$ cat config.mk
export PLATFORM = sky130hd
export DESIGN_NAME = mult_seq_ctrl_flat
export DESIGN_NICKNAME = d
export VERILOG_FILES = /design/src/rtl/mult_seq_ctrl_pkg.sv /design/src/rtl/mult_seq_ctrl_if.sv /design/src/rtl/mult_seq_ctrl_booth_step.sv /design/src/rtl/mult_seq_ctrl.sv /design/src/flat_wrapper.sv
export SDC_FILE = /design/constraint.sdc
export NUM_CORES = 1
export LEC_CHECK = 0
export ABC_CLOCK_PERIOD_IN_PS = 5600
export BUFFER_PORTS_ARGS = -buffer_cell sky130_fd_sc_hd__buf_2
export CORE_MARGIN = 1.5
export CORE_UTILIZATION = 30
export DETAILED_ROUTE_END_ITERATION = 12
export HOLD_SLACK_MARGIN = 0.1
export SLEW_MARGIN = 20
export SYNTH_ARGS = -nofsm -noshare
export SYNTH_HDL_FRONTEND = slang
export SYNTH_HIERARCHICAL = 1
export SYNTH_SLANG_ARGS = --single-unit
export TNS_END_PERCENT = 50
$ cat constraint.sdc
create_clock -name clk_i -period 5.6 [get_ports clk_i]
set_input_delay 0.84 -clock clk_i [delete_from_list [all_inputs] [get_ports clk_i]]
set_output_delay 0.84 -clock clk_i [all_outputs]
set_load 0.005 [all_outputs]
$ cat src/rtl/mult_seq_ctrl_pkg.sv
// rtl/mult_seq_ctrl_pkg.sv - shared constants and types for the multiply sequencer
// Purpose: ALU control codes, ALUOp encodings and the sequencer state encoding.
// Ports: none (package).
package mult_seq_ctrl_pkg;

  // ALU control codes produced by ALU control decode
  localparam logic [3:0] ALU_AND  = 4'b0000;
  localparam logic [3:0] ALU_OR   = 4'b0001;
  localparam logic [3:0] ALU_ADD  = 4'b0010;
  localparam logic [3:0] ALU_MUL  = 4'b0011;
  localparam logic [3:0] ALU_LUI  = 4'b0100;
  localparam logic [3:0] ALU_SLL  = 4'b0101;
  localparam logic [3:0] ALU_SUB  = 4'b0110;
  localparam logic [3:0] ALU_SLT  = 4'b0111;
  localparam logic [3:0] ALU_SRLV = 4'b1111;

  // ALUOp from main decode into ALU control decode
  localparam logic [1:0] ALUOP_MEM   = 2'b00;
  localparam logic [1:0] ALUOP_BRANCH = 2'b01;
  localparam logic [1:0] ALUOP_RTYPE = 2'b10;
  localparam logic [1:0] ALUOP_ITYPE = 2'b11;

  typedef enum logic [1:0] {
    ST_IDLE = 2'd0,
    ST_CALC = 2'd1,
    ST_DONE = 2'd2
  } state_e;

endpackage

$ cat src/rtl/mult_seq_ctrl_if.sv
// rtl/mult_seq_ctrl_if.sv - execute-stage handshake bundle for the multiply sequencer
// Purpose: groups launch inputs, flush, stall/status and the product.
// Ports (slave view): valid_i, alu_ctrl_i, src1_i, src2_i, flush_i in;
//                     stall_o, busy_o, done_o, product_o out.
interface mult_seq_ctrl_if #(
  parameter int WIDTH = 32
);
  logic               valid_i;
  logic [3:0]         alu_ctrl_i;
  logic [WIDTH-1:0]   src1_i;
  logic [WIDTH-1:0]   src2_i;
  logic               flush_i;
  logic               stall_o;
  logic               busy_o;
  logic               done_o;
  logic [2*WIDTH-1:0] product_o;

  modport master (
    output valid_i, alu_ctrl_i, src1_i, src2_i, flush_i,
    input  stall_o, busy_o, done_o, product_o
  );

  modport slave (
    input  valid_i, alu_ctrl_i, src1_i, src2_i, flush_i,
    output stall_o, busy_o, done_o, product_o
  );
endinterface

$ cat src/rtl/mult_seq_ctrl_booth_step.sv
// rtl/mult_seq_ctrl_booth_step.sv - one combinational radix-2 Booth iteration
// Purpose: conditional add/sub of sign-extended M into the accumulator, then
//          arithmetic shift right by one.
// Ports: p (2*WIDTH+2 partial product), m (multiplicand) in; p_next out.
module mult_seq_ctrl_booth_step #(
  parameter int WIDTH = 32
) (
  input  logic [2*WIDTH+1:0] p,
  input  logic [WIDTH-1:0]   m,
  output logic [2*WIDTH+1:0] p_next
);

  logic [WIDTH:0]     m_ext;
  logic [WIDTH:0]     upper;
  logic [WIDTH:0]     sum;
  logic [2*WIDTH+1:0] pre_shift;

  always_comb begin
    m_ext = {m[WIDTH-1], m};
    upper = p[2*WIDTH+1:WIDTH+1];
    sum   = upper;
    case (p[1:0])
      2'b01:   sum = upper + m_ext;
      2'b10:   sum = upper - m_ext;
      default: sum = upper;
    endcase
    pre_shift = {sum, p[WIDTH:0]};
    p_next    = {pre_shift[2*WIDTH+1], pre_shift[2*WIDTH+1:1]};
  end

endmodule

$ cat src/rtl/mult_seq_ctrl.sv
// rtl/mult_seq_ctrl.sv - multi-cycle signed Booth multiply sequencer
// Purpose: launches on the MUL ALU code, stalls the pipeline for WIDTH Booth
//          steps, then strobes done_o with the registered 2*WIDTH product.
// Ports: clk_i, rst_n (async active-low); bus (slave) carries valid_i,
//        alu_ctrl_i, src1_i, src2_i, flush_i and stall_o, busy_o, done_o, product_o.
module mult_seq_ctrl
  import mult_seq_ctrl_pkg::*;
#(
  parameter int         WIDTH    = 32,
  parameter logic [3:0] MUL_CODE = ALU_MUL
) (
  input logic             clk_i,
  input logic             rst_n,
  mult_seq_ctrl_if.slave  bus
);

  localparam int CNT_W = $clog2(WIDTH + 1);
  localparam int PW    = 2 * WIDTH + 2;

  state_e             state_q, state_d;
  logic [CNT_W-1:0]   cnt_q;
  logic [PW-1:0]      p_q, p_next;
  logic [WIDTH-1:0]   m_q;
  logic [2*WIDTH-1:0] prod_q;
  logic               start;
  logic               last_step;
  logic               stall, busy, done;

  assign start     = bus.valid_i && (bus.alu_ctrl_i == MUL_CODE) &&
                     (state_q == ST_IDLE) && !bus.flush_i;
  assign last_step = (cnt_q == CNT_W'(WIDTH - 1));

  mult_seq_ctrl_booth_step #(.WIDTH(WIDTH)) u_step (
    .p      (p_q),
    .m      (m_q),
    .p_next (p_next)
  );

  always_ff @(posedge clk_i or negedge rst_n) begin
    if (!rst_n) state_q <= ST_IDLE;
    else        state_q <= state_d;
  end

  always_comb begin
    state_d = state_q;
    case (state_q)
      ST_IDLE: if (start) state_d = ST_CALC;
      ST_CALC: begin
        if (bus.flush_i)    state_d = ST_IDLE;
        else if (last_step) state_d = ST_DONE;
      end
      ST_DONE: state_d = ST_IDLE;
      default: state_d = ST_IDLE;
    endcase
  end

  // stall is released in DONE so the pipeline moves as writeback takes product_o
  always_comb begin
    stall = 1'b0;
    busy  = 1'b0;
    done  = 1'b0;
    case (state_q)
      ST_IDLE: stall = start;
      ST_CALC: begin
        stall = 1'b1;
        busy  = 1'b1;
      end
      ST_DONE: done = 1'b1;
      default: ;
    endcase
  end

  always_ff @(posedge clk_i or negedge rst_n) begin
    if (!rst_n) begin
      cnt_q  <= '0;
      p_q    <= '0;
      m_q    <= '0;
      prod_q <= '0;
    end else begin
      case (state_q)
        ST_IDLE: if (start) begin
          m_q   <= bus.src1_i;
          p_q   <= {{(WIDTH+1){1'b0}}, bus.src2_i, 1'b0};
          cnt_q <= '0;
        end
        ST_CALC: begin
          if (bus.flush_i) begin
            cnt_q <= '0;
          end else begin
            p_q   <= p_next;
            cnt_q <= cnt_q + CNT_W'(1);
            // capture only the finished product so partial sums never leak out
            if (last_step) prod_q <= p_next[2*WIDTH:1];
          end
        end
        default: ;
      endcase
    end
  end

  assign bus.stall_o   = stall;
  assign bus.busy_o    = busy;
  assign bus.done_o    = done;
  assign bus.product_o = prod_q;

endmodule

$ cat src/flat_wrapper.sv
// flat-port wrapper written by rule: the top's interface ports become plain ports
module mult_seq_ctrl_flat import mult_seq_ctrl_pkg::*;
#(
  parameter int         WIDTH    = 32,
  parameter logic [3:0] MUL_CODE = ALU_MUL
)
  (clk_i, rst_n, bus_valid_i, bus_alu_ctrl_i, bus_src1_i, bus_src2_i, bus_flush_i, bus_stall_o, bus_busy_o, bus_done_o, bus_product_o);
  mult_seq_ctrl_if #(.WIDTH(WIDTH)) bus_i ();
  input logic clk_i;
  input logic rst_n;
  input wire logic [$bits(bus_i.valid_i)-1:0] bus_valid_i;
  input wire logic [$bits(bus_i.alu_ctrl_i)-1:0] bus_alu_ctrl_i;
  input wire logic [$bits(bus_i.src1_i)-1:0] bus_src1_i;
  input wire logic [$bits(bus_i.src2_i)-1:0] bus_src2_i;
  input wire logic [$bits(bus_i.flush_i)-1:0] bus_flush_i;
  output wire logic [$bits(bus_i.stall_o)-1:0] bus_stall_o;
  output wire logic [$bits(bus_i.busy_o)-1:0] bus_busy_o;
  output wire logic [$bits(bus_i.done_o)-1:0] bus_done_o;
  output wire logic [$bits(bus_i.product_o)-1:0] bus_product_o;
  assign bus_i.valid_i = bus_valid_i;
  assign bus_i.alu_ctrl_i = bus_alu_ctrl_i;
  assign bus_i.src1_i = bus_src1_i;
  assign bus_i.src2_i = bus_src2_i;
  assign bus_i.flush_i = bus_flush_i;
  assign bus_stall_o = bus_i.stall_o;
  assign bus_busy_o = bus_i.busy_o;
  assign bus_done_o = bus_i.done_o;
  assign bus_product_o = bus_i.product_o;
  mult_seq_ctrl #(.WIDTH(WIDTH), .MUL_CODE(MUL_CODE)) u_core (.clk_i(clk_i), .rst_n(rst_n), .bus(bus_i));
endmodule
# Word level (Yosys, flattened, before mapping)
# Cells that the tools add are included.
# totals
register_bits	170
latch_bits	0
ram_bits	0
romBits	0
in_bits	72
out_inout_bits	67
elab_cells	43
n_memories	0
# classes
n_addsub	3
multipliers	0
n_div	0
n_lt_le_gt_ge	0
eq_ne	9
shift	0
mux	14
bitwise	1
reduce_logical	11
# ops
op	n
$mux 66	2
$pmux 66 s2	1
$pmux 33 s2	1
$add 33x33->33	1
$sub 33x33->33	1
$mux 6	2
$pmux 6 s2	1
$add 6x1->6 const B	1
$eq 6x5->1 const B	1
$mux 2	3
$reduce_and 2->1	3
$reduce_and 3->1	2
$eq 2x1->1 const B	2
$eq 2x2->1 const B	2
$eq 4x2->1 const B	1
$pmux 2 s2	1
$logic_and 1x1->1	3
$ne 3x2->1 const B	1
$logic_not 2->1	1
$mux 1	2
$ne 2x1->1 const B	1
$ne 2x2->1 const B	1
$pmux 1 s2	1
$reduce_bool 2->1	1
other kinds (2)	2

# Logic depth before layout (Yosys ltp)
# Gate-level depths: netlist (run 1).
# depth
ltp_word	6
ltp_mapped	19
mapped_depth_nobuf	17

# Modules after synthesis
# Netlist (run 1), hierarchy kept.
# modules_own_cells
module	n_inst	cells_each	area_each_um2	seq_area_each_um2
mult_seq_ctrl	1	463	6915.4	4254.1
mult_seq_ctrl_booth_step	1	460	2994.1	0.0

# Worst setup path before layout (run 1)
# Ideal clock, no wire load.
# synth_path
kind	register -> register
start	register u_core.m_q[16]
end	register u_core.prod_q[62], in the netlist u_core/bus.product_o[62]
setup_time_ns	0.127
t_arrival_ns	3.832
path_slack_ns	1.640
path_stages_with_launch	18
path_buffers	1
synth_period_minus_slack_ns	3.960
cell_sequence	dfrtp_1 -> or4_4 -> or3_4 -> nor2_1 -> nand2_1 -> nor2_1 -> a21oi_1 -> xnor2_1 -> ha_1 -> clkbuf_1 -> a21oi_1 -> nand2_1 -> a221o_1 -> or3_1 -> a21oi_1 -> o21ai_0 -> o311a_1 -> mux2_1
# synth_via
elab_chain_len	2
elab_cells_between_ends	3
classes_between	add/sub (2); mux (1)
# synth_lines
item	line_no	text
from (decl)	mult_seq_ctrl.sv:23	logic [WIDTH-1:0] m_q;
from (signal assigned)	mult_seq_ctrl.sv:82	m_q <= bus.src1_i;
$sub 33x33->33 or $add 33x33->33 (tied branches)	mult_seq_ctrl_booth_step.sv:24, mult_seq_ctrl_booth_step.sv:23	
$pmux 33 s2 (*)	mult_seq_ctrl_booth_step.sv:22	case (p[1:0])
net u_core.p_next[63]	mult_seq_ctrl.sv:22	logic [PW-1:0] p_q, p_next;
to (signal assigned)	mult_seq_ctrl.sv:93	if (last_step) prod_q <= p_next[2*WIDTH:1];
to (decl)	mult_seq_ctrl.sv:24	logic [2*WIDTH-1:0] prod_q;
# Mark *: on every way through the listed nets, which the timed path passes. The rest lies on a longest branch.
# A chain may end at the register's enable or synchronous reset.

# Worst setup path after layout (run 1)
# layout_path
start	register u_core.m_q[3]
end	register u_core.prod_q[63], in the netlist u_core/bus.product_o[63]
# The elaborated chain is that of the path after synthesis.

==> results of run 1 <==
per-stage QoR:
step	cells	setup WS (ns)	power (W)	utilization
2_1_floorplan	923	1.64	0.00300	-
3_3_place_gp	1436	0.835	0.00330	0.331
3_5_place_dp	1436	0.862	0.00332	0.331
4_1_cts	1467	0.766	0.00464	0.350
5_1_grt	1467	0.306	0.00492	0.350
6_report	1469	0.720	0.00460	0.350
critical path: cells and delay by family, from the launching register on:
family / cells / cell delay [ns]
AND/OR/NAND/NOR: 5 / 1.68
adder cells (fa/ha/maj): 1 / 0.44
XOR/XNOR: 2 / 0.30
AO/OA/AOI/OAI: 7 / 1.61
multiplexers: 1 / 0.29
flip-flops: 1 / 0.43
how the worst max path moves through the flow:
stage	to	cells after the start	slack [ns]
floorplan	u_core/bus.product_o[62]	17	1.64
global placement	u_core/bus.product_o[63]	16	0.84
detailed placement	u_core/bus.product_o[63]	16	0.86
CTS	u_core/bus.product_o[63]	16	0.77
global route	u_core/bus.product_o[63]	16	0.31
finish	u_core/bus.product_o[63]	16	0.72
final cells by class:
| type | instances | area, µm² | area share |
|---|---|---|---|
| diodes | 2 | 5.00 | 0.000439 |
| clock buffers | 19 | 443 | 0.0389 |
| clock inverters | 12 | 175 | 0.0154 |
| inverters | 19 | 71.3 | 0.00626 |
| multi-input cells | 656 | 5110 | 0.449 |
| flip-flops and latches | 170 | 4250 | 0.373 |
| well taps | 442 | 553 | 0.0485 |
| repair buffers | 149 | 779 | 0.0684 |
cells by family (layout without fill, tap and decap cells):
logic type	count (synthesis)	in the layout
and+or+nand+nor	200	200
AOI/OAI and AO/OA	194	194
DFF	170	170
muxes	164	164
buffers and inverters	97	199
xor gates and xnor gates	62	62
adders and majority gates	36	36
other	0	2
routing by layer:
layer / vias up / global-route usage / wire (µm)
met2: 175 / 0.229 / 10700
met1: 3485 / 0.194 / 11100
met4: 4 / 0.0393 / 245
met3: 16 / 0.0526 / 1870
met5: - / 0 / 21
li1: 3470 / - / -
cell usage in the layout (no fill, tap or decap), types with 3 or more instances in the layout:
master,synthesis,layout
a211oi_1,3,3
a21o_1,15,15
a21oi_1,45,45
a31oi_1,6,6
and2_1,3,3
buf_2,5,137
buf_4,41,11
bufinv_16,0,3
clkbuf_16,0,17
dfrtp_1,170,170
ha_1,35,34
inv_1,18,18
inv_6,0,4
inv_8,0,3
mux2_1,51,51
mux2_2,111,111
nand2_1,91,91
nand2b_1,5,5
nand3_1,11,11
nor2_1,46,45
nor2b_1,3,3
nor3_1,12,12
nor4_1,8,8
o2111ai_1,4,4
o211ai_1,7,7
o21a_1,7,7
o21ai_0,41,41
o21bai_1,8,8
o2bb2ai_1,34,34
o31ai_1,4,4
xnor2_1,44,44
xor2_1,18,18
where the power goes:
part | internal, W | total [W] | switching, W | leakage [nW]
clock network | 0.000728 | 0.00127 | 0.000547 | 0.301
logic | 0.000740 | 0.00173 | 0.000989 | 2.81
registers | 0.00141 | 0.00159 | 0.000185 | 2.27
flip-flops by register name, summed over array words and instances (netlist names):
register and flops:
u_core/bus.product_o 64, u_core/cnt_q 6, u_core/m_q 32, u_core/p_q 66, u_core/state_q 2
==> impl_metrics.json, run 1 <==
{
  "critPathMaxFanout": 8,
  "synth_top_area_frac": 0.429,
  "row_count": 66,
  "start_util": 0.305,
  "synth_nets": 1031,
  "ys_top_cells_by_area": "dfrtp_1 43%, mux2_2 13%, mux2_1 5.8%, ha_1 4.4%, xnor2_1 3.9%",
  "port_buffers": 138,
  "path_cells": "nor2_1, nor4b_1, and3_1, nand2_1, nor2_1, a21oi_1, xnor2_1, ha_1, a21oi_1, o211ai_1, o211ai_1, a31oi_1, o21ai_1, o311ai_1, xor2_1, mux2_2",
  "hp-class": "in -> async",
  "status": "finished, final reports clean",
  "cts_root_buf": "clkbuf_16",
  "die_h_um": 185,
  "r2r-end": "u_core/bus.product_o[63]",
  "finalCritPeriodShare": 0.871,
  "syn_avg_cell_area_um2": 10.7,
  "seq_area_frac_synth": 0.429,
  "grt_setup_unrepaired": "no",
  "overflow": 0,
  "ctsResizeCount": 0,
  "p_per_area_nw_per_um2": 403,
  "ys_types": 66,
  "drt_first_pass_iters": 5,
  "period_needed_ns": 4.88,
  "synth_area_leader_cell": "dfrtp_1",
  "clk_latency_ns": 0.44,
  "finalSetupTns_ns": 0,
  "syn_inst": 923,
  "ios": 139,
  "cts_buffer_depth": 2,
  "end_kind": "flop",
  "synth_fa_ha_area_frac": 0.0462,
  "cts-hold-fix-buffers": 0,
  "antenna_found_initial": 5,
  "areaGrowthSynthToFinish_pct": 15.0,
  "critPathArrivalTime_ns": 5.21,
  "crit_slowest_cell": "nor4b_1",
  "synthTopCellsByCount": "170 x dfrtp_1, 111 x mux2_2, 91 x nand2_1",
  "synth_seq_cells": 170,
  "dieArea_um2": 34100,
  "antenna_left": 0,
  "synthArstFlopShare": 1.00,
  "drive_above_1_share": 0.295,
  "drt_wl_total_um": 23900,
  "critPathLaunch": "u_core/m_q[3]",
  "setup_violations": 0,
  "synth_xor_area_frac": 0.0548,
  "p_leak_nw": 5.39,
  "critPathLaunchType": "flop",
  "muxShareOfSynthArea": 0.186,
  "fmax_mhz": 205,
  "cap_violations": 0,
  "synthSimpleGateAreaFrac": 0.0947,
  "cts.clk_slew.worst_paths_ns": 0.08,
  "dpl_cell_area_um2": 10800,
  "r2r_setup_slack_ns": 0.72,
  "fin_nets": 1121,
  "vias": 7150,
  "ir_worst_vdd_uv": 228,
  "synth_compound_area_frac": 0.132,
  "hold_viol": 0,
  "r2r-start": "u_core/m_q[3]",
  "grt_max_degree": 80,
  "cts.sinks": 170,
  "synth-edff-count": 0,
  "coreArea_um2": 32500,
  "fin_hold_ws_ns": 0.422,
  "slowest_delay_ns": 0.67,
  "syn_area_um2": 9910,
  "cp.required_ns": 5.93,
  "synth_top_family_by_area": "multiplexers",
  "drt_iter0_markers": 392,
  "dpl.hpwl_um": 17100,
  "cts_buffers": 17,
  "grt_use_total": 0.147,
  "gp_congestion": 0.902,
  "grt_pass1_vias": 7285,
  "h-tree-depth": 4,
  "post_cts_buffers": 0,
  "drt-vias-per-instance": 4.87,
  "path_class": "reg -> reg",
  "yosys_warnings": 6,
  "worst_slew_pin_slew_ns": 1.03,
  "route.detailed.drc": 0,
  "post_drt_wl_per_cell_um": 16.3,
  "slew_viol_final": 0,
  "cts_tree": "built",
  "synth.most_common_cell": "dfrtp_1",
  "fin_area_um2": 11400,
  "die_x_um": 185,
  "n_fill_cell": 3330,
  "worstRegToRegCells": 16,
  "finalClockSkew_ns": 0.0143,
  "synthFlopType": "dfrtp_1",
  "relSlewSlack": 0.311,
  "grt_pass1_wl_um": 39200
}
Note: power is estimated with default switching activity, not from simulation.
==> run 2, diff against run 1 <==
ABC_AREA = 1   (was not set)
==> run 2 against run 1 <==
  * The run now ends with design-rule violations left
  * Global-route usage up 3.1 points
  * Critical path depth up 4
  * Non-clock buffer count fell by 1
  * Count of clock-buffer cells in the layout shrank 1
  * Final cell count rose by 46%
  * Combinational power shrank 4%
  * Synthesized cell count grew 73%
  * Sequential share of layout area fell by 3.0 points
  * Clock power about the same
  * Sequential cell count unchanged
  * Via count increased by 44%
  * Critical path type unchanged
  * Largest power group unchanged
==> impl_metrics.json, run 2 <==
{
  "crit_path_end": "u_core/p_q[63]",
  "die_x_um": 194,
  "critPathLaunch": "u_core/p_q[0]",
  "cts_buffer_depth": 2,
  "synth.most_common_cell": "nand2_1",
  "cts.sinks": 170,
  "dpl.hpwl_um": 24200,
  "p_per_area_nw_per_um2": 359,
  "syn_avg_cell_area_um2": 6.87,
  "critPathMaxFanout": 22,
  "worst_slew_pin_slew_ns": 0.972,
  "drt_iter0_markers": 735,
  "violations": "design-rule violations",
  "post_drt_wl_per_cell_um": 15.4,
  "ios": 139,
  "regMostFlops": "u_core/p_q",
  "cap_violations": 0,
  "cp_common_cell": "nand2_1",
  "status": "complete, but fails checks",
  "critPathLaunchType": "flop",
  "die_h_um": 194,
  "synth_nets": 1704,
  "h-tree-depth": 4,
  "yosys_warnings": 6,
  "dp.cells": 2105,
  "areaGrowthSynthToFinish_pct": 12.9,
  "synthArstFlopShare": 1.00,
  "overflow": 0,
  "grt_use_total": 0.178,
  "cts_tree": "built",
  "grt_pass1_wl_um": 53600,
  "multiInputGateArea_um2": 5570,
  "post_cts_buffers": 0,
  "grt_max_degree": 102,
  "grt_pass1_vias": 10050,
  "drt_first_pass_iters": 10,
  "setup_violations": 0,
  "cts_buffers": 17,
  "finalCritPeriodShare": 0.698,
  "end_kind": "flop",
  "slew_viol_final": 0,
  "n_fill_cell": 3952,
  "cts.clk_slew.worst_paths_ns": 0.08,
  "drt-vias-per-instance": 4.83,
  "layout_commonest_cell": "nand2_1",
  "slowest_delay_ns": 0.56,
  "cts_root_buf": "clkbuf_16",
  "r2r_setup_slack_ns": 1.69,
  "ir_worst_vdd_uv": 246,
  "vias": 10323,
  "cp.required_ns": 5.99,
  "ys_types": 38,
  "synth_area_leader_cell": "dfrtp_1",
  "cp.depth": 20,
  "syn_inst": 1596,
  "worstRegToRegCells": 20,
  "ys_top_cells_by_area": "dfrtp_1 39%, nand2_1 21%, nand3_1 7.0%, inv_1 5.2%, o21ai_0 4.2%",
  "synth-edff-count": 0,
  "synth_seq_cells": 170,
  "syn_area_um2": 11000,
  "clk_latency_ns": 0.45,
  "seq_area_frac_synth": 0.388,
  "cts-hold-fix-buffers": 0,
  "hold_viol": 0,
  "fin_nets": 1771,
  "period_needed_ns": 3.91,
  "p_leak_nw": 7.04,
  "synthFlopType": "dfrtp_1",
  "r2r-start": "u_core/p_q[0]",
  "hp-class": "reg -> reg",
  "crit_slowest_cell": "ha_1",
  "antenna_found_initial": 8,
  "mostFrequentLayoutCells": "606 x nand2_1, 170 x dfrtp_1, 153 x nand3_1, 153 x inv_1, 137 x buf_2",
  "coreArea_um2": 35700,
  "path_class": "reg -> reg",
  "ctsResizeCount": 0,
  "finalSetupTns_ns": 0,
  "relSlewSlack": 0.352,
  "synth_top_area_frac": 0.388,
  "gp_congestion": 0.926,
  "antenna_left": 0,
  "finalClockSkew_ns": 0.0136,
  "drt_wl_total_um": 33000,
  "path_cells": "inv_1, ha_1, inv_1, nand2_1, o21ai_0, xor2_1, inv_1, ha_1, nand2_1, nor2_1, nand2_1, nand3_1, nand2_1, nand2_1, nand2_1, nand3b_1, nand3_1, nand2_1, nand4_1, nand2_1",
  "largest_register_ffs": 66,
  "row_count": 69,
  "route.detailed.drc": 4,
  "ff_latch_area_um2": 4250,
  "critPathArrivalTime_ns": 4.30,
  "fmax_mhz": 256,
  "grt_setup_unrepaired": "no",
  "fin_cells": 2139,
  "critPathTopFamily": "simple AND/OR/NAND/NOR gates",
  "drive_above_1_share": 0.124,
  "start_util": 0.307,
  "synthTopCellsByCount": "607 x nand2_1, 170 x dfrtp_1, 153 x inv_1, 153 x nand3_1, 93 x o21ai_0",
  "fin_util": 0.346,
  "dieArea_um2": 37700,
  "port_buffers": 138,
  "r2r-end": "u_core/p_q[63]",
  "cp_num_buf_inv": 3
}
==> run 2: cell count changes after synthesis, moves of 34 or more <==
cell and delta:
nand2_1 +516, nand3_1 +142, inv_1 +135, mux2_2 -111, o21ai_0 +52, mux2_1 -51
nand4_1 +44, nor2_1 +41, o2bb2ai_1 -34
==> run 2: final cells by class <==
cell class / instances / share of cell area
multi-input combinational: 1167 / 0.449
sequential: 170 / 0.344
timing repair buffer: 148 / 0.0623
inverter: 159 / 0.0482
tap: 461 / 0.0466
clock buffer: 18 / 0.0355
clock inverter: 14 / 0.0139
antenna: 2 / 0.000404
==> run 2: worst min-delay path by stage <==
stage / from / depth (start not counted) / end / slack (ns)
after floorplan: u_core/m_q[1] / 2 / u_core/m_q[1] / 0.46
after global placement: u_core/bus.product_o[45] / 2 / u_core/bus.product_o[45] / 0.46
after detailed placement: u_core/bus.product_o[38] / 2 / u_core/bus.product_o[38] / 0.46
after CTS: u_core/bus.product_o[38] / 2 / u_core/bus.product_o[38] / 0.48
after global routing: u_core/bus.product_o[44] / 2 / u_core/bus.product_o[44] / 0.50
final: u_core/bus.product_o[37] / 2 / u_core/bus.product_o[37] / 0.48
==> run 2: power breakdown <==
| group | internal [W] | leakage (nW) | total [W] | switching, W |
|---|---|---|---|---|
| Combinational | 0.000557 | 4.44 | 0.00166 | 0.00111 |
| Clock | 0.000654 | 0.298 | 0.00125 | 0.000595 |
| Sequential | 0.00138 | 2.30 | 0.00153 | 0.000152 |
| Total | 0.00259 | 7.04 | 0.00444 | 0.00185 |
==> run 2: metrics by stage <==
step	total power, W	instance area, µm²	worst slack (ns)	hold slack (ns)
5_1_grt	0.00477	12400	1.33	0.499
3_5_place_dp	0.00320	11800	1.50	0.461
4_1_cts	0.00447	12400	1.68	0.480
6_report	0.00444	12400	1.69	0.476
2_1_floorplan	0.00280	11000	2.66	0.462
3_3_place_gp	0.00318	11800	1.63	0.462
==> run 2: layer usage <==
metal,part of all wire,wire length (µm),track usage,vias up
met5,0.00042,14,0,-
met4,0.016,523,0.0512,4
met3,0.072,2390,0.0527,34
met2,0.44,14400,0.273,297
met1,0.47,15600,0.242,4789
li1,-,-,-,5199
==> run 2: logic make-up after synthesis <==
logic type	Yosys count	share of synthesized area
adder cells (fa/ha/maj)	36	0.0418
AND/OR/NAND/NOR	946	0.367
flip-flops	170	0.388
buffers and inverters	259	0.106
AO/OA/AOI/OAI	154	0.0728
XOR/XNOR	31	0.0248
==> run 2: worst reg2reg max path, stage by stage, from the launching register on <==
cell and delay, ns:
dfrtp_1 0.37, inv_1 0.05, ha_1 0.56, inv_1 0.51, nand2_1 0.22, o21ai_0 0.12, xor2_1 0.17, inv_1 0.07
ha_1 0.34, nand2_1 0.13, nor2_1 0.21, nand2_1 0.08, nand3_1 0.14, nand2_1 0.08, nand2_1 0.17, nand2_1 0.12
nand3b_1 0.10, nand3_1 0.07, nand2_1 0.10, nand4_1 0.10, nand2_1 0.11
